===== config.mk =====
export PLATFORM = sky130hd
export DESIGN_NAME = pipeline_ctrl
export DESIGN_NICKNAME = d
export VERILOG_FILES = /design/src/rtl/pipeline_ctrl.sv
export SDC_FILE = /design/constraint.sdc
export NUM_CORES = 1
export LEC_CHECK = 0
export ABC_AREA = 1
export CELL_PAD_IN_SITES_DETAIL_PLACEMENT = 1
export CELL_PAD_IN_SITES_GLOBAL_PLACEMENT = 2
export CORE_MARGIN = 1.5
export CORE_UTILIZATION = 11
export CTS_CLUSTER_SIZE = 16
export DETAILED_ROUTE_END_ITERATION = 16
export PLACE_DENSITY_LB_ADDON = 0.1
export SKIP_LAST_GASP = 1
export SLEW_MARGIN = 30
export SYNTH_ARGS = -nofsm -noshare
export SYNTH_HDL_FRONTEND = slang
export SYNTH_SLANG_ARGS = --single-unit

===== constraint.sdc =====
create_clock -name CLK -period 1.55 [get_ports CLK]
set_input_delay 0.31 -clock CLK [delete_from_list [all_inputs] [get_ports CLK]]
set_output_delay 0.31 -clock CLK [all_outputs]
set_load 0.05 [all_outputs]

===== src/rtl/pipeline_ctrl.sv =====
// Hazard/stall sequencer for the 5-stage RV32 pipeline: per-latch enable/flush and PC enable.
// Define PIPE_PERF_EN to build the saturating stall/flush performance counters.
module pipeline_ctrl #(
  parameter int REGBITS = 5
) (
  input  logic               CLK,
  input  logic               RST,
  input  logic               ihit,
  input  logic               dhit,
  input  logic               dREN_mem,
  input  logic               dWEN_mem,
  input  logic               halt_mem,
  input  logic               halt_wb,
  input  logic [REGBITS-1:0] rs1_id,
  input  logic [REGBITS-1:0] rs2_id,
  input  logic [REGBITS-1:0] rd_ex,
  input  logic               memtoreg_ex,
  input  logic               WEN_ex,
  input  logic               redirect_ex,
  output logic               pc_en,
  output logic               ifid_en,
  output logic               idex_en,
  output logic               exmem_en,
  output logic               memwb_en,
  output logic               ifid_flush,
  output logic               idex_flush,
  output logic               exmem_flush,
  output logic               memwb_flush,
  output logic               halted,
  output logic [31:0]        stall_cnt,
  output logic [31:0]        flush_cnt
);

  typedef enum logic [1:0] {RUN, DSTALL, DRAIN, HALTED} state_t;

  state_t r_state, w_next;
  logic   w_dpend, w_loaduse;

  assign w_dpend   = (dREN_mem | dWEN_mem) & ~dhit;
  assign w_loaduse = memtoreg_ex & WEN_ex & (rd_ex != '0) &
                     ((rd_ex == rs1_id) | (rd_ex == rs2_id));

  always_ff @(posedge CLK) begin
    if (RST) r_state <= RUN;
    else     r_state <= w_next;
  end

  always_comb begin
    w_next      = r_state;
    pc_en       = ihit;
    ifid_en     = 1'b1;
    idex_en     = 1'b1;
    exmem_en    = 1'b1;
    memwb_en    = 1'b1;
    ifid_flush  = 1'b0;
    idex_flush  = 1'b0;
    exmem_flush = 1'b0;
    memwb_flush = 1'b0;
    halted      = 1'b0;
    if (RST) begin
      w_next      = RUN;
      pc_en       = 1'b0;
      ifid_en     = 1'b0;
      idex_en     = 1'b0;
      exmem_en    = 1'b0;
      memwb_en    = 1'b0;
      ifid_flush  = 1'b1;
      idex_flush  = 1'b1;
      exmem_flush = 1'b1;
      memwb_flush = 1'b1;
    end else if (r_state == HALTED || halt_wb) begin
      // halt reaching WB freezes everything, ahead of any hazard
      w_next   = HALTED;
      pc_en    = 1'b0;
      ifid_en  = 1'b0;
      idex_en  = 1'b0;
      exmem_en = 1'b0;
      memwb_en = 1'b0;
      halted   = (r_state == HALTED);
    end else if (r_state == DRAIN) begin
      pc_en      = 1'b0;
      ifid_flush = 1'b1;
    end else if (w_dpend) begin
      w_next      = DSTALL;
      pc_en       = 1'b0;
      ifid_en     = 1'b0;
      idex_en     = 1'b0;
      exmem_en    = 1'b0;
      memwb_flush = 1'b1;
    end else begin
      // RUN, or the dhit cycle of DSTALL: a held-off redirect is honoured here
      w_next = (r_state == RUN && halt_mem) ? DRAIN : RUN;
      if (redirect_ex) begin
        pc_en      = 1'b1;
        ifid_flush = 1'b1;
        idex_flush = 1'b1;
      end else if (w_loaduse) begin
        pc_en      = 1'b0;
        ifid_en    = 1'b0;
        idex_flush = 1'b1;
      end else if (!ihit) begin
        pc_en      = 1'b0;
        ifid_flush = 1'b1;
      end
    end
  end

`ifdef PIPE_PERF_EN
  logic [31:0] r_stall_cnt, r_flush_cnt;
  logic        w_any_flush;

  assign w_any_flush = ifid_flush | idex_flush | exmem_flush | memwb_flush;

  always_ff @(posedge CLK) begin
    if (RST) begin
      r_stall_cnt <= '0;
      r_flush_cnt <= '0;
    end else begin
      if (!pc_en && r_state != HALTED && r_stall_cnt != '1) r_stall_cnt <= r_stall_cnt + 32'd1;
      if (w_any_flush && r_flush_cnt != '1)                 r_flush_cnt <= r_flush_cnt + 32'd1;
    end
  end

  assign stall_cnt = r_stall_cnt;
  assign flush_cnt = r_flush_cnt;
`else
  assign stall_cnt = '0;
  assign flush_cnt = '0;
`endif

endmodule

After elaboration in Yosys (flattened, before gate mapping) --
Index checks and enable logic that the tools add are counted.
Operators by class: equality and inequality tests 5, muxes and demuxes 43, bitwise gates (word level) 7, reductions and logical operators 4
Operator list (count):
- 1-bit two-way mux | 39
- 5-bit == test | 2
- 2-bit two-way mux | 4
- 5-bit nonzero test | 1
- 1-bit AND | 4
- 2-bit == test (second input constant) | 2
- 2-bit logical NOT | 1
- 2-bit != test (second input constant) | 1
- 1-bit bitwise OR | 2
- 1-bit logical AND | 1
- 1-bit logical OR | 1
- 1-bit NOT | 1
Word-level totals: register bits 2, input port bits 26, output and inout bits 74, logic and storage cells 60

Depth between registers and ports, before layout --
depth after elaboration 9, mapped depth 9, gate-level depth less buffers 9

Least setup slack after synthesis --
Ideal clock, no wire load.
path type register to output, start reg r_state[1], end out idex_en, arrival 1851 ps, slack -611 ps, stages on the path, launching flop included 7, cell sequence dfxtp_1 nor2_1 inv_1 nor2_1 inv_1 a21oi_1 buf_4
Between the ends: word-level cells in the longest chain between the ends 4, elaborated cells on any way between the ends 6
Ends and longest elaborated chain:
- from (decl) | line 36 | state_t r_state, w_next;
- from (signal assigned) | line 45 | else r_state <= w_next;
- 2-bit == test (on tied branches) | line 80, 71
- 1-bit two-way mux / 1-bit logical OR (equally long branches)
- 1-bit two-way mux * (2 in a row)
- to (decl) | line 22 | output logic idex_en,
Every way passes the cells marked *; elsewhere a longest branch is shown, timed or not.

Worst setup path in the final report --
start in rd_ex[2], end out idex_flush
Between the ends: word-level cells in the longest chain between the ends 9, elaborated cells on any way between the ends 12
Ends and longest elaborated chain:
- from (decl) | line 16 | input logic [REGBITS-1:0] rd_ex,
- 5-bit == test / 5-bit nonzero test (equally long branches) | line 41, 40
- 1-bit bitwise OR / 1-bit AND (equally long branches) | line 41, 40
- 1-bit AND * | line 40 | assign w_loaduse = memtoreg_ex & WEN_ex & (rd_ex != '0) &
- 1-bit two-way mux * | line 97 | end else if (w_loaduse) begin
- 1-bit two-way mux * | line 93 | if (redirect_ex) begin
- 1-bit two-way mux * | line 83 | end else if (w_dpend) begin
- 1-bit two-way mux * | line 80 | end else if (r_state == DRAIN) begin
- 1-bit two-way mux * | line 71 | end else if (r_state == HALTED || halt_wb) begin
- 1-bit two-way mux * | line 60 | if (RST) begin
- to (decl) | line 26 | output logic idex_flush,
Marked as above.

==> impl_metrics.ini <==
[route]
antenna_left = 0
wl_met2_um = 1310
num_vias = 854
wire_per_inst_um = 8.04
via_per_inst = 2.81
wirelength_um = 2450
initialDrtViolationCount = 6
drcViolationCount = 0
wl_met3_um = 220
top_layer = met4
met1Wirelength_um = 891
first_pass_iters = 3

[timing]
hold_viol_final = 0
tns_ps = -89.9
fmax_mhz = 631
setup_slack_ps = -34.6
skew_ps = 1.29
setup_viol = 3
grt_setup_unrepaired = yes
slew_violations = 0
fin_crit_ps = 1580
fin_crit_sh = 1.02
holdWs_ps = 564

[grt]
grt.overflow.total = 0
grtUsageTotal = 0.0499
grt_pass1_wl_um = 3430
grt_max_degree = 6
grt_pass1_vias = 777
antenna_found_initial = 0

[critical_path]
cp-start-kind = primary input
cp.arrival_ps = 1270
crit_type = in -> out
cp-end-kind = output pin
timing.rr.start = r_state[1]$_SDFFE_PP0P_
worstPathRequired_ps = 1240
cp-startpoint = rd_ex[2]
path_max_fanout = 3

[min_path]
holdCritStartpoint = halt_wb
hold_class = in -> reg

[placed_design]
dpl.hpwl_um = 2210
port_buffers = 35
place.gp.congestion = 0.683
place_area_mm2 = 0.00132
place_ws_ps = -537

[die]
die_area_mm2 = 0.00868
dieWidth_um = 93.2
std_cell_rows = 32
pin_count = 100
fp.dieH_um = 93.2
initial_core_util = 0.115
placeableCoreArea_mm2 = 0.00781

[power_and_ir_drop]
power.clock.fraction = 0.207
seq_power_share = 0.063
net-switching-power_uw = 570
max-vdd-ir-drop_v = 0.000155
pwr_density_cell_mw_per_mm2 = 652
internal-power_uw = 412
swShare = 0.580
p_leak_uw = 0.000813
power_frac_comb = 0.730

[flow_run]
cap_violations = 0

[layout]
fin_nets = 230
top_register = r_state
drive_above_1_share = 0.426
final_area_mm2 = 0.00151
reg_top3 = r_state x2
area_growth_pct = 68.4
largest_reg_flops = 2
num_antenna_cells = 0
n_fill_cell = 971

[cts]
clock_latency_ps = 210
tritoncts = done
holdBufCountCts = 0
cts.sinks = 2
path_clk_slew_ps = 30
cts.htree.levels = 1
root_buffer = clkbuf_8
cts_max_path_buffers = 2
cts_buffers = 3

[yosys]
ys_ff_latch = 2
synth_seq_area_share = 0.0448
synth_cells = 152
synth_edf_count = 0
synth_area_um2 = 895
syn_area_per_cell_um2 = 5.89
yosysWarnings = 0
dominantRegCellSynth = dfxtp_1
synthArstFlopShare = 0
synth_cell_type_count = 17

[run_status]
outcome = finished, violations left
violations = negative setup slack
[what timing repair did]
item / 4_1_cts / 5_1_grt
buffers inserted: 2 / 3
hold endpoints to repair: 0 / 0
pin swaps: 33 / 25
resized for setup: 109 / 27
endpoints found under the setup margin: 9 / 6
[cell usage after synthesis, types with 2 or more instances]
cell type   n  area share
a21oi_1     5       0.028
nand2_2     2       0.014
xnor2_1     2       0.020
nor2_1     18       0.076
buf_4      66        0.55
nand2_1    23       0.097
inv_1      21       0.088
dfxtp_1     2       0.045
nand3_1     5       0.028
[power groups by stage]
stage / combinational, uW / clock, uW / sequential, uW
2_1_floorplan: 606 / 0 / 59.1
3_3_place_gp: 669 / 0 / 59.7
3_5_place_dp: 670 / 0 / 59.7
4_1_cts: 690 / 210 / 61.3
5_1_grt: 753 / 213 / 62.3
6_report: 717 / 203 / 61.6
[cells by family (layout without fill, tap and decap cells)]
group,Yosys count,after routing,share of synthesized area
AOI/OAI and AO/OA,8,8,0.0475
xor gates and xnor gates,2,2,0.0196
buffers and inverters,88,75,0.646
DFF,2,2,0.0448
and+or+nand+nor,51,51,0.238
other,1,64,0.00419
[cell usage in the layout, fill, tap and decap left out, types with 4 or more instances in the layout]
master | synthesis | final
nand2_1 | 23 | 20
nand2_2 | 2 | 4
buf_6 | 0 | 6
conb_1 | 1 | 64
buf_4 | 66 | 14
dlygate4sd2_1 | 0 | 5
nor2_2 | 0 | 6
inv_2 | 1 | 12
buf_8 | 0 | 4
nor2_1 | 18 | 7
nor2_4 | 0 | 5
buf_12 | 0 | 10
nand3_1 | 5 | 4
buf_2 | 0 | 6
inv_1 | 21 | 9
[routing by layer]
layer,vias to the layer above,global-route usage
met5,-,0
met4,0,0.0265
met3,2,0.00732
met2,54,0.0912
met1,372,0.0551
li1,426,-
[area by class of cell]
type                    instances  area [um2]  share of cell area
flip-flops and latches          2        41.3              0.0274
repair buffers                 50         557               0.370
well taps                     102         128              0.0847
multi-input cells             125         654               0.434
inverters                      22        85.1              0.0565
clock buffers                   3        41.3              0.0274
[critical path, stage by stage]
cell	delay (ps)
buf_8	100
buf_6	110
xnor2_2	140
nand3_1	100
nand2_2	100
a21oi_2	70
o21ai_2	180
buf_12	160
[stage by stage]
| step | std cells | power (uW) | utilization |
|---|---|---|---|
| 2_1_floorplan | 215 | 665 | - |
| 3_3_place_gp | 296 | 729 | 0.170 |
| 3_5_place_dp | 296 | 729 | 0.170 |
| 4_1_cts | 301 | 961 | 0.181 |
| 5_1_grt | 304 | 1030 | 0.193 |
| 6_report | 304 | 982 | 0.193 |
[path summary, 6_finish.rpt]
path                             end  slack (ps)  cells after the start
max                       idex_flush         -30                      8
max reg2reg  r_state[1]$_SDFFE_PP0P_         520                      6
min          r_state[1]$_SDFFE_PP0P_         560                      5
min reg2reg  r_state[1]$_SDFFE_PP0P_         640                      4
No activity file was read; power rests on OpenSTA's default activity.
